**config.mk**
```make
export PLATFORM = sky130hd
export DESIGN_NAME = nd_2to1_arb_flat
export DESIGN_NICKNAME = d
export VERILOG_FILES = /design/src/rtl/nd_2to1_arb_pkg.sv /design/src/rtl/nd_2to1_arb_if.sv /design/src/rtl/nd_2to1_arb_fifo.sv /design/src/rtl/nd_2to1_arb.sv /design/src/flat_wrapper.sv
export SDC_FILE = /design/constraint.sdc
export NUM_CORES = 1
export LEC_CHECK = 0
export ABC_AREA = 1
export BUFFER_PORTS_ARGS = -buffer_cell sky130_fd_sc_hd__buf_2
export CORE_ASPECT_RATIO = 1.25
export CORE_UTILIZATION = 60
export CTS_BUF_LIST = sky130_fd_sc_hd__clkbuf_8
export CTS_CLUSTER_DIAMETER = 50
export DETAILED_ROUTE_END_ITERATION = 16
export PLACE_DENSITY = 0.8
export RECOVER_POWER = 100
export SLEW_MARGIN = 10
export SYNTH_ARGS = -nofsm -noshare
export SYNTH_HDL_FRONTEND = slang
export SYNTH_SLANG_ARGS = --single-unit
```
**constraint.sdc**
```tcl
create_clock -name i_clk -period 4.5 [get_ports i_clk]
set_input_delay 0.225 -clock i_clk [delete_from_list [all_inputs] [get_ports i_clk]]
set_output_delay 0.225 -clock i_clk [all_outputs]
set_load 0.1 [all_outputs]
```
**src/rtl/nd_2to1_arb_pkg.sv**
```systemverilog
// Shared types and defaults for the 2-to-1 message merger.
// State encodings, size defaults and the round-robin pick helper.
package nd_2to1_arb_pkg;

   localparam logic NS_ON  = 1'b1;
   localparam logic NS_OFF = 1'b0;

   localparam int NS_MESSAGE_FIFO_SIZE = 4;
   localparam int NS_ADDRESS_SIZE      = 8;
   localparam int NS_DATA_SIZE         = 8;

   typedef enum logic [1:0] {
      NS_ARB_IDLE     = 2'd0,
      NS_ARB_WAIT_ACK = 2'd1,
      NS_ARB_WAIT_REL = 2'd2
   } arb_state_e;

   // 1 selects FIFO 1; on a tie the side not granted last wins
   function automatic logic rr_pick(
      input logic ne0,
      input logic ne1,
      input logic last
   );
      logic pick;
      pick = NS_OFF;
      if (ne0 && ne1) begin
         pick = ~last;
      end else if (ne1) begin
         pick = NS_ON;
      end
      return pick;
   endfunction

endpackage

```
**src/rtl/nd_2to1_arb_if.sv**
```systemverilog
// 4-phase request/acknowledge message channel.
// The master owns the message and req; the slave owns ack.
interface nd_chan_if
   import nd_2to1_arb_pkg::*;
#(
   parameter int ASZ = NS_ADDRESS_SIZE,
   parameter int DSZ = NS_DATA_SIZE
);

   logic [ASZ-1:0] src;
   logic [ASZ-1:0] dst;
   logic [DSZ-1:0] dat;
   logic           req;
   logic           ack;

   modport master (
      output src,
      output dst,
      output dat,
      output req,
      input  ack
   );

   modport slave (
      input  src,
      input  dst,
      input  dat,
      input  req,
      output ack
   );

endinterface

```
**src/rtl/nd_2to1_arb_fifo.sv**
```systemverilog
// Per-input message FIFO with occupancy count.
// Pointers wrap modulo FSZ; the count is one bit wider.
module nd_msg_fifo
   import nd_2to1_arb_pkg::*;
#(
   parameter int FSZ = NS_MESSAGE_FIFO_SIZE,
   parameter int ASZ = NS_ADDRESS_SIZE,
   parameter int DSZ = NS_DATA_SIZE
) (
   input  logic                 clk,
   input  logic                 rst_n,
   input  logic                 push,
   input  logic [2*ASZ+DSZ-1:0] push_msg,
   input  logic                 pop,
   output logic                 full,
   output logic                 empty,
   output logic [2*ASZ+DSZ-1:0] head
);

   localparam int MSZ = 2*ASZ + DSZ;
   localparam int PW  = $clog2(FSZ);

   localparam logic [PW-1:0] PTR_ONE = PW'(1);
   localparam logic [PW:0]   CNT_ONE = (PW+1)'(1);
   localparam logic [PW:0]   CNT_MAX = (PW+1)'(FSZ);

   logic [MSZ-1:0] mem_q [FSZ];

   logic [PW-1:0] wptr_q;
   logic [PW-1:0] wptr_d;
   logic [PW-1:0] rptr_q;
   logic [PW-1:0] rptr_d;
   logic [PW:0]   cnt_q;
   logic [PW:0]   cnt_d;

   logic do_push;
   logic do_pop;

   assign full  = (cnt_q == CNT_MAX);
   assign empty = (cnt_q == '0);
   assign head  = mem_q[rptr_q];

   always_comb begin
      do_push = push && !full;
      do_pop  = pop && !empty;
      wptr_d  = wptr_q;
      rptr_d  = rptr_q;
      cnt_d   = cnt_q;
      if (do_push) begin
         wptr_d = wptr_q + PTR_ONE;
      end
      if (do_pop) begin
         rptr_d = rptr_q + PTR_ONE;
      end
      unique case ({do_push, do_pop})
         2'b10:   cnt_d = cnt_q + CNT_ONE;
         2'b01:   cnt_d = cnt_q - CNT_ONE;
         default: cnt_d = cnt_q;
      endcase
   end

   always_ff @(posedge clk) begin
      if (!rst_n) begin
         wptr_q <= '0;
         rptr_q <= '0;
         cnt_q  <= '0;
      end else begin
         wptr_q <= wptr_d;
         rptr_q <= rptr_d;
         cnt_q  <= cnt_d;
      end
   end

   // Storage needs no reset: the count alone decides what is valid
   always_ff @(posedge clk) begin
      if (do_push) begin
         mem_q[wptr_q] <= push_msg;
      end
   end

endmodule

```
**src/rtl/nd_2to1_arb.sv**
```systemverilog
// Two-input message merger: per-input FIFOs feeding one
// outbound 4-phase channel under round-robin arbitration.
module nd_2to1_arb
   import nd_2to1_arb_pkg::*;
#(
   parameter int FSZ = NS_MESSAGE_FIFO_SIZE,
   parameter int ASZ = NS_ADDRESS_SIZE,
   parameter int DSZ = NS_DATA_SIZE
) (
   input  logic      i_clk,
   input  logic      reset,
   output logic      ready,
   nd_chan_if.slave  rcv0,
   nd_chan_if.slave  rcv1,
   nd_chan_if.master snd0
);

   localparam int MSZ = 2*ASZ + DSZ;

   logic       ready_q;
   logic       ready_d;
   logic       ack0_q;
   logic       ack0_d;
   logic       ack1_q;
   logic       ack1_d;
   logic       req_q;
   logic       req_d;
   logic       last_q;
   logic       last_d;
   arb_state_e state_q;
   arb_state_e state_d;

   logic [MSZ-1:0] msg_q;
   logic [MSZ-1:0] msg_d;

   logic           push0;
   logic           push1;
   logic           pop0;
   logic           pop1;
   logic           full0;
   logic           full1;
   logic           empty0;
   logic           empty1;
   logic           gnt1;
   logic [MSZ-1:0] in0;
   logic [MSZ-1:0] in1;
   logic [MSZ-1:0] head0;
   logic [MSZ-1:0] head1;

   assign in0 = {rcv0.src, rcv0.dst, rcv0.dat};
   assign in1 = {rcv1.src, rcv1.dst, rcv1.dat};

   nd_msg_fifo #(
      .FSZ (FSZ),
      .ASZ (ASZ),
      .DSZ (DSZ)
   ) u_fifo0 (
      .clk      (i_clk),
      .rst_n    (reset),
      .push     (push0),
      .push_msg (in0),
      .pop      (pop0),
      .full     (full0),
      .empty    (empty0),
      .head     (head0)
   );

   nd_msg_fifo #(
      .FSZ (FSZ),
      .ASZ (ASZ),
      .DSZ (DSZ)
   ) u_fifo1 (
      .clk      (i_clk),
      .rst_n    (reset),
      .push     (push1),
      .push_msg (in1),
      .pop      (pop1),
      .full     (full1),
      .empty    (empty1),
      .head     (head1)
   );

   always_comb begin
      ready_d = NS_ON;
      ack0_d  = ack0_q;
      ack1_d  = ack1_q;
      req_d   = req_q;
      last_d  = last_q;
      state_d = state_q;
      msg_d   = msg_q;
      push0   = NS_OFF;
      push1   = NS_OFF;
      pop0    = NS_OFF;
      pop1    = NS_OFF;
      gnt1    = rr_pick(!empty0, !empty1, last_q);

      // The first cycle out of reset only raises ready
      if (ready_q) begin
         unique case (1'b1)
            (rcv0.req && !ack0_q && !full0): begin
               push0  = NS_ON;
               ack0_d = NS_ON;
            end
            (!rcv0.req && ack0_q): ack0_d = NS_OFF;
            default: ;
         endcase

         unique case (1'b1)
            (rcv1.req && !ack1_q && !full1): begin
               push1  = NS_ON;
               ack1_d = NS_ON;
            end
            (!rcv1.req && ack1_q): ack1_d = NS_OFF;
            default: ;
         endcase

         unique case (state_q)
            NS_ARB_IDLE: begin
               if (!empty0 || !empty1) begin
                  pop0    = !gnt1;
                  pop1    = gnt1;
                  msg_d   = gnt1 ? head1 : head0;
                  last_d  = gnt1;
                  req_d   = NS_ON;
                  state_d = NS_ARB_WAIT_ACK;
               end
            end
            NS_ARB_WAIT_ACK: begin
               if (snd0.ack) begin
                  req_d   = NS_OFF;
                  state_d = NS_ARB_WAIT_REL;
               end
            end
            NS_ARB_WAIT_REL: begin
               if (!snd0.ack) begin
                  state_d = NS_ARB_IDLE;
               end
            end
            default: state_d = NS_ARB_IDLE;
         endcase
      end
   end

   // last_q resets to 1 so FIFO 0 wins the first tie
   always_ff @(posedge i_clk) begin
      if (!reset) begin
         ready_q <= NS_OFF;
         ack0_q  <= NS_OFF;
         ack1_q  <= NS_OFF;
         req_q   <= NS_OFF;
         last_q  <= NS_ON;
         state_q <= NS_ARB_IDLE;
         msg_q   <= '0;
      end else begin
         ready_q <= ready_d;
         ack0_q  <= ack0_d;
         ack1_q  <= ack1_d;
         req_q   <= req_d;
         last_q  <= last_d;
         state_q <= state_d;
         msg_q   <= msg_d;
      end
   end

   assign ready    = ready_q;
   assign rcv0.ack = ack0_q;
   assign rcv1.ack = ack1_q;
   assign snd0.req = req_q;
   assign {snd0.src, snd0.dst, snd0.dat} = msg_q;

endmodule
```
**src/flat_wrapper.sv**
```systemverilog
// flat-port wrapper written by rule: the top's interface ports become plain ports
module nd_2to1_arb_flat import nd_2to1_arb_pkg::*;
#(
   parameter int FSZ = NS_MESSAGE_FIFO_SIZE,
   parameter int ASZ = NS_ADDRESS_SIZE,
   parameter int DSZ = NS_DATA_SIZE
)
  (i_clk, reset, ready, rcv0_src, rcv0_dst, rcv0_dat, rcv0_req, rcv0_ack, rcv1_src, rcv1_dst, rcv1_dat, rcv1_req, rcv1_ack, snd0_src, snd0_dst, snd0_dat, snd0_req, snd0_ack);
  nd_chan_if #(.ASZ(ASZ), .DSZ(DSZ)) rcv0_i ();
  nd_chan_if #(.ASZ(ASZ), .DSZ(DSZ)) rcv1_i ();
  nd_chan_if #(.ASZ(ASZ), .DSZ(DSZ)) snd0_i ();
  input  logic i_clk;
  input  logic reset;
  output logic ready;
  input wire logic [$bits(rcv0_i.src)-1:0] rcv0_src;
  input wire logic [$bits(rcv0_i.dst)-1:0] rcv0_dst;
  input wire logic [$bits(rcv0_i.dat)-1:0] rcv0_dat;
  input wire logic [$bits(rcv0_i.req)-1:0] rcv0_req;
  output wire logic [$bits(rcv0_i.ack)-1:0] rcv0_ack;
  input wire logic [$bits(rcv1_i.src)-1:0] rcv1_src;
  input wire logic [$bits(rcv1_i.dst)-1:0] rcv1_dst;
  input wire logic [$bits(rcv1_i.dat)-1:0] rcv1_dat;
  input wire logic [$bits(rcv1_i.req)-1:0] rcv1_req;
  output wire logic [$bits(rcv1_i.ack)-1:0] rcv1_ack;
  output wire logic [$bits(snd0_i.src)-1:0] snd0_src;
  output wire logic [$bits(snd0_i.dst)-1:0] snd0_dst;
  output wire logic [$bits(snd0_i.dat)-1:0] snd0_dat;
  output wire logic [$bits(snd0_i.req)-1:0] snd0_req;
  input wire logic [$bits(snd0_i.ack)-1:0] snd0_ack;
  assign rcv0_i.src = rcv0_src;
  assign rcv0_i.dst = rcv0_dst;
  assign rcv0_i.dat = rcv0_dat;
  assign rcv0_i.req = rcv0_req;
  assign rcv0_ack = rcv0_i.ack;
  assign rcv1_i.src = rcv1_src;
  assign rcv1_i.dst = rcv1_dst;
  assign rcv1_i.dat = rcv1_dat;
  assign rcv1_i.req = rcv1_req;
  assign rcv1_ack = rcv1_i.ack;
  assign snd0_src = snd0_i.src;
  assign snd0_dst = snd0_i.dst;
  assign snd0_dat = snd0_i.dat;
  assign snd0_req = snd0_i.req;
  assign snd0_i.ack = snd0_ack;
  nd_2to1_arb #(.FSZ(FSZ), .ASZ(ASZ), .DSZ(DSZ)) u_core (.i_clk(i_clk), .reset(reset), .ready(ready), .rcv0(rcv0_i), .rcv1(rcv1_i), .snd0(snd0_i));
endmodule
```
; After elaboration in Yosys (flattened, before gate mapping)
; Memory sizes are Yosys's and may differ from the RTL's. A register that Yosys moved wholly into a read port is not among the register bits.
; Index checks and enable logic that the tools add are counted.
[totals]
regBits = 45
romBits = 0
inputBits = 53
output_inout_bits = 28
mem_bits_rw = 192
latchBits = 0
mem_count = 2
elab_cells = 102
[memory_table]
columns = memory, words, width, rd, rd_clocked_by_memory_dff, write_ports, line
row1 = u_core.u_fifo0.mem_q, 4, 24, 1, 1, 1, nd_2to1_arb_fifo.sv:27  ; logic [MSZ-1:0] mem_q [FSZ];
row2 = u_core.u_fifo1.mem_q, 4, 24, 1, 1, 1, nd_2to1_arb_fifo.sv:27
[op_classes]
n_eq_ne = 11
muxes = 33
n_div = 0
n_reduce_logical = 34
shift = 0
n_mul = 0
addsub = 8
order_cmp = 0
n_bitwise = 1
[ops]
columns = operator, n
row1 = 24-bit 2-to-1 mux, 1
row2 = 1-bit 2-to-1 mux, 19
row3 = 2-bit 2-to-1 mux, 7
row4 = 3-bit one-hot mux with 2 select lines, 2
row5 = 1-bit logical AND, 11
row6 = 2-bit nonzero test, 5
row7 = 1-bit zero test, 9
row8 = "2-bit by 1-bit adder with 2-bit output, second input constant", 4
row9 = 4-bit AND reduction, 2
row10 = "3-bit by 1-bit adder with 3-bit output, second input constant", 2
row11 = "2-bit by 1-bit equality test with 1-bit output, second input constant", 3
row12 = "2-bit equality test, second input constant", 3
row13 = "3-bit equality test, second input constant", 2
row14 = 3-bit zero test, 2
row15 = 1-bit one-hot mux with 2 select lines, 3
row16 = 2-bit one-hot mux with 3 select lines, 1
row17 = "3-bit by 1-bit subtractor with 3-bit output, second input constant", 2
row18 = "2-bit inequality test, second input constant", 2
row19 = 2-bit AND reduction, 2
row20 = 3-bit AND reduction, 1
row21 = 2-bit zero test, 1
row22 = "2-bit by 1-bit inequality test with 1-bit output, second input constant", 1
row23 = 1-bit logical OR, 1
row24 = 1-bit NOT, 1

; Longest topological paths before layout
[logic_depth]
depth_word = 11
depth_mapped = 12
ltp_nobuf = 12

; Hierarchy
; From an unflattened synthesis, not the netlist that was laid out.
[unflattened]
hier_cells = 840
area_unflattened_um2 = 10008.3
[modules_own_cells]
columns = module, cells_each, seq_area_each_um2, area_each_um2, n_inst
row1 = nd_msg_fifo, 302, 3062.9, 4215.3, 2
row2 = nd_2to1_arb, 236, 620.6, 1577.8, 1

; Worst setup path before layout
; Ideal clock, no wire load.
[synth_timing]
path_type = reg-to-reg
from = register u_core.ready_q, in the netlist u_core.ready
to = memory u_core.u_fifo0.mem_q[0][0] (netlist name), enable pin
n_path_buf = 0
t_required_ns = 4.095
stages_incl_launch_ff = 3
setup_time_ns = 0.405
synth_period_minus_slack_ns = 2.965
arrival_time_ns = 2.560
path_slack_ns = 1.535
path_cell_list = dfxtp_1 -> nand4_1 -> nor2_1
[synth_via]
elab_chain_cells = 4
[synth_rtl]
columns = item, line
row1 = "start, declared", nd_2to1_arb.sv:20  ; logic ready_q;
row2 = "start signal, assigned", nd_2to1_arb.sv:155  ; ready_q <= ready_d;
row3 = 1-bit 2-to-1 mux, nd_2to1_arb.sv:98  ; if (ready_q) begin
row4 = 1-bit logical AND, nd_2to1_arb_fifo.sv:44  ; do_push = push && !full;
row5 = 1-bit 2-to-1 mux, nd_2to1_arb_fifo.sv:76  ; if (do_push) begin
row6 = 1-bit 2-to-1 mux (not written as such), nd_2to1_arb_fifo.sv:77  ; mem_q[wptr_q] <= push_msg;
row7 = "end, declared", nd_2to1_arb_fifo.sv:27
; Every way passes these cells.

; Final worst setup path
[layout_timing]
from = register u_core.u_fifo0.cnt_q[1]
to = register u_core.u_fifo1.cnt_q[2]
[layout_via]
elab_chain_cells = 10
word_cells_on_any_way = 13
cone_classes = eq/ne (2) / mux (5) / reduce/logical (6)
[layout_rtl]
columns = item, line
row1 = "start, declared", nd_2to1_arb_fifo.sv:33  ; logic [PW:0] cnt_q;
row2 = "start signal, assigned", nd_2to1_arb_fifo.sv:70  ; cnt_q <= cnt_d;
row3 = 3-bit zero test *, nd_2to1_arb_fifo.sv:40  ; assign empty = (cnt_q == '0);
row4 = 1-bit zero test *, "nd_2to1_arb.sv:95, nd_2to1_arb.sv:119"
row5 = 1-bit logical AND, nd_2to1_arb_pkg.sv:26  ; if (ne0 && ne1) begin
row6 = 1-bit 2-to-1 mux, nd_2to1_arb_pkg.sv:26
row7 = 1-bit 2-to-1 mux *, nd_2to1_arb.sv:119  ; if (!empty0 || !empty1) begin
row8 = 1-bit 2-to-1 mux *, nd_2to1_arb.sv:117  ; unique case (state_q)
row9 = 1-bit 2-to-1 mux *, nd_2to1_arb.sv:98
row10 = 1-bit logical AND *, nd_2to1_arb_fifo.sv:45  ; do_pop = pop && !empty;
row11 = named net u_core.u_fifo1.do_pop, nd_2to1_arb_fifo.sv:37  ; logic do_pop;
row12 = 2-bit by 1-bit equality test with 1-bit output or 2-bit equality test (tied branches), nd_2to1_arb_fifo.sv:55  ; unique case ({do_push, do_pop})
row13 = 3-bit one-hot mux with 2 select lines or 2-bit nonzero test (tied branches), -
row14 = "end signal, assigned", nd_2to1_arb_fifo.sv:70
row15 = "end, declared", nd_2to1_arb_fifo.sv:33
; Mark *: on every way through the listed nets, which the timed path passes. The rest lies on a longest branch.
; A chain may end at the register's enable or synchronous reset.

==> run metrics <==
Slew HR=-0.0736; met3 GRT Util=0.0424; area of the multi-input gates=2610 um^2; Top delay family on crit path=simple AND/OR/NAND/NOR gates; met2 usage=0.451; post-synth top area share=0.558; most common cell after layout, fill and taps aside=nand2_1; initial antenna violation count=0; critical-path cell list=inv_2 -> nand3_1 -> nand2_1 -> nand2_1 -> nor2_1 -> ha_1 -> inv_1 -> fa_1 -> a21oi_1 -> o21ai_0 -> o21ai_0 -> a21oi_1; worst reg-to-reg path cell count=12; port bufs=80; P_leak=0.00526 uW; Syn Area/Cell=about 9.7 um^2; crit path max-delay cell type=nand2_1; top post-synthesis cells by area=edfxtp_1 (56%), nand2_1 (13%), dfxtp_1 (9.5%), nand3_1 (7.2%), inv_1 (7.0%); Yosys Warn Count=0; sequential share of the synthesized area=0.653; Reg area=6750 um^2; MaxCap Viol Count=8; Critical Path RT=a little under 5000 ps; Clock Path Buffers=3; min Tclk post-route=a little over 3000 ps; Final Cycle Share=0.688; antenna diode count=0; unrepaired setup endpoints after global routing=false; gpl congestion=around 0.83; CP arrival=3500 ps; Slew Limit Fails=162; CTS tree=built; layout cells sized above 1=0.0580; core area=16800 um^2; GRT Max-Usage Layer=met2; Reg-to-Reg End=u_core.u_fifo1.cnt_q[2]; nets@finish=1265; final HPWL from detailed placement=13200 um; clock transition at the registers of the reported paths=~70 ps; H-Tree Depth=2; outcome=complete, but fails checks; worst path buffer plus inverter count=2; wire per inst=14.8 um; Via density=5.04; Reg2Reg Setup Slack=1400 ps; Worst Setup SP=u_core.u_fifo0.cnt_q[1]; PwrDens=approximately 560 nW/um^2; final hold vios=0; CP Capture Type=register; 1st-iter DRT viols=563; clock skew=27.9 ps; first-pass GRT wire length=34100 um; crit-path max FO=26; Initial Util=0.614; Site Rows=53; Die ar.=around 18000 um^2; Initial DRT Pass Iterations=5; Syn Nets=1131; postcts setup bufs=0; post-synth top area cell=edfxtp_1; CP endpoint=u_core.u_fifo1.cnt_q[2]; Ports=81; worst r2r src=u_core.u_fifo0.cnt_q[1]; Power Total=about 6700 uW; Seq cells post-synth=between 200 and 250; Routed Antenna Nets=0; crit start category=register; most frequent cells in the layout=nand2_1 (354), inv_1 (199), edfxtp_1 (192); Peak VDD IR=0.401 mV; hold-fix buffer count after cts=48; Clock Latency Late Sink=530 ps; vias in the first global route=7188; clock root buffer=clkbuf_8; Synth cell types=27; Post-route DRC=0; WS Path Type=reg2reg; largest net degree at the start of global routing=50; CTS Buf Count=36; Setup violations, final=0; Setup Total Neg Slack=0 ps; worst hold path type=in2reg; Syn Inst Count=1066; GRT Overall Usage=0.248; grt met1 use=0.298; Stages on worst setup path=12; Worst-Margin Slew=1610 ps; Die Ht=149 um; via count=7290; Max stage delay on crit path=490 ps; grt ovf=0; die span in x=119 um; post-CTS resize count=0; Post-Syn Area=10300 um^2; area grow syn2layout=15.1%; failing checks=capacitance limit, slew limit; final WL=21400 um; # fillers=1309; TritonCTS Sinks=241; FMAX=323 MHz
routing by layer:
layer / up-vias / part of all wire
met1: 3407 / 0.40
li1: 3643 / -
met4: 0 / 0.025
met3: 46 / 0.053
met5: - / 0
met2: 194 / 0.52
where the power goes:
part           switching, uW  internal (uW)  leakage [uW]
registers                127           2620       0.00214
clock network            807            876      0.000362
logic                   1790            498       0.00276
total                   2720           3990       0.00526
worst min path at each step:
| stage | startpoint | end | depth (start not counted) |
|---|---|---|---|
| CTS | rcv0_req | u_core.rcv0.ack | 3 |
| detailed placement | rcv1_src[6] | u_core.u_fifo1.mem_q[2][22] | 1 |
| finish | rcv0_req | u_core.rcv0.ack | 3 |
| global route | rcv0_req | u_core.rcv0.ack | 3 |
| floorplan | reset | u_core.ready | 0 |
| global placement | rcv1_dat[5] | u_core.u_fifo1.mem_q[3][5] | 1 |
tightest hold or removal path: cells and delay by family:
family,cells,cell delay (ps)
buffers and inverters,1,90
AO/OA/AOI/OAI,2,210
cells in the mapped netlist:
| cell | instances |
|---|---|
| clkbuf_1 | 11 |
| inv_1 | 192 |
| buf_1 | 3 |
| a21oi_4 | 1 |
| buf_6 | 2 |
| nor2_4 | 1 |
| clkinv_1 | 1 |
| a21oi_1 | 18 |
| edfxtp_1 | 192 |
| nor2_1 | 21 |
| nand3_1 | 149 |
| dfxtp_1 | 49 |
| buf_4 | 4 |
| nand2_1 | 352 |
| ha_1 | 10 |
| nand4_1 | 1 |
| buf_2 | 24 |
| nand2_2 | 3 |
| o211ai_2 | 1 |
| o21ai_0 | 13 |
| o21ai_4 | 1 |
| nand3_2 | 1 |
| xor2_1 | 3 |
| inv_2 | 6 |
| o21a_1 | 1 |
| fa_1 | 2 |
| nor2_2 | 4 |
final cells by class:
class | count | area share
clock buffers | 40 | 0.0463
clock inverters | 23 | 0.0109
inverters | 199 | 0.0628
multi-input cells | 582 | 0.219
flip-flops and latches | 241 | 0.567
well taps | 220 | 0.0231
repair buffers | 140 | 0.0708
sequential cells by signal, indices dropped and copies added, names as in the netlist, 2 cells and up, named ones only:
signal                 flops
u_core.u_fifo1.cnt_q       3
u_core.state_q             2
u_core.u_fifo0.mem_q      96
u_core.u_fifo0.wptr_q      2
u_core.u_fifo0.rptr_q      2
u_core.u_fifo0.cnt_q       3
u_core.u_fifo1.mem_q      96
u_core.msg_q              24
u_core.u_fifo1.rptr_q      2
u_core.u_fifo1.wptr_q      2
kinds of logic after synthesis:
group                      count (synthesis)  share of synthesized area
DFF                                      241                      0.653
xor gates and xnor gates                   3                    0.00254
and+or+nand+nor                          532                      0.215
adders and majority gates                 12                     0.0160
buffers and inverters                    243                     0.0941
AOI/OAI and AO/OA                         35                     0.0201
stage by stage:
| step | cell area, um^2 | hold WS (ps) | cells | setup WS (ps) | utilization |
|---|---|---|---|---|---|
| floorplan | 10300 | 253 | 1066 | 1540 | - |
| global placement | 10900 | 437 | 1334 | 1960 | 0.647 |
| detailed placement | 10900 | 439 | 1334 | 1900 | 0.647 |
| CTS | 12100 | 18.4 | 1445 | 1880 | 0.716 |
| global route | 11900 | 39.3 | 1445 | 1090 | 0.707 |
| finish | 11900 | 36.1 | 1445 | 1400 | 0.707 |
(Power assumes the default switching activity.)
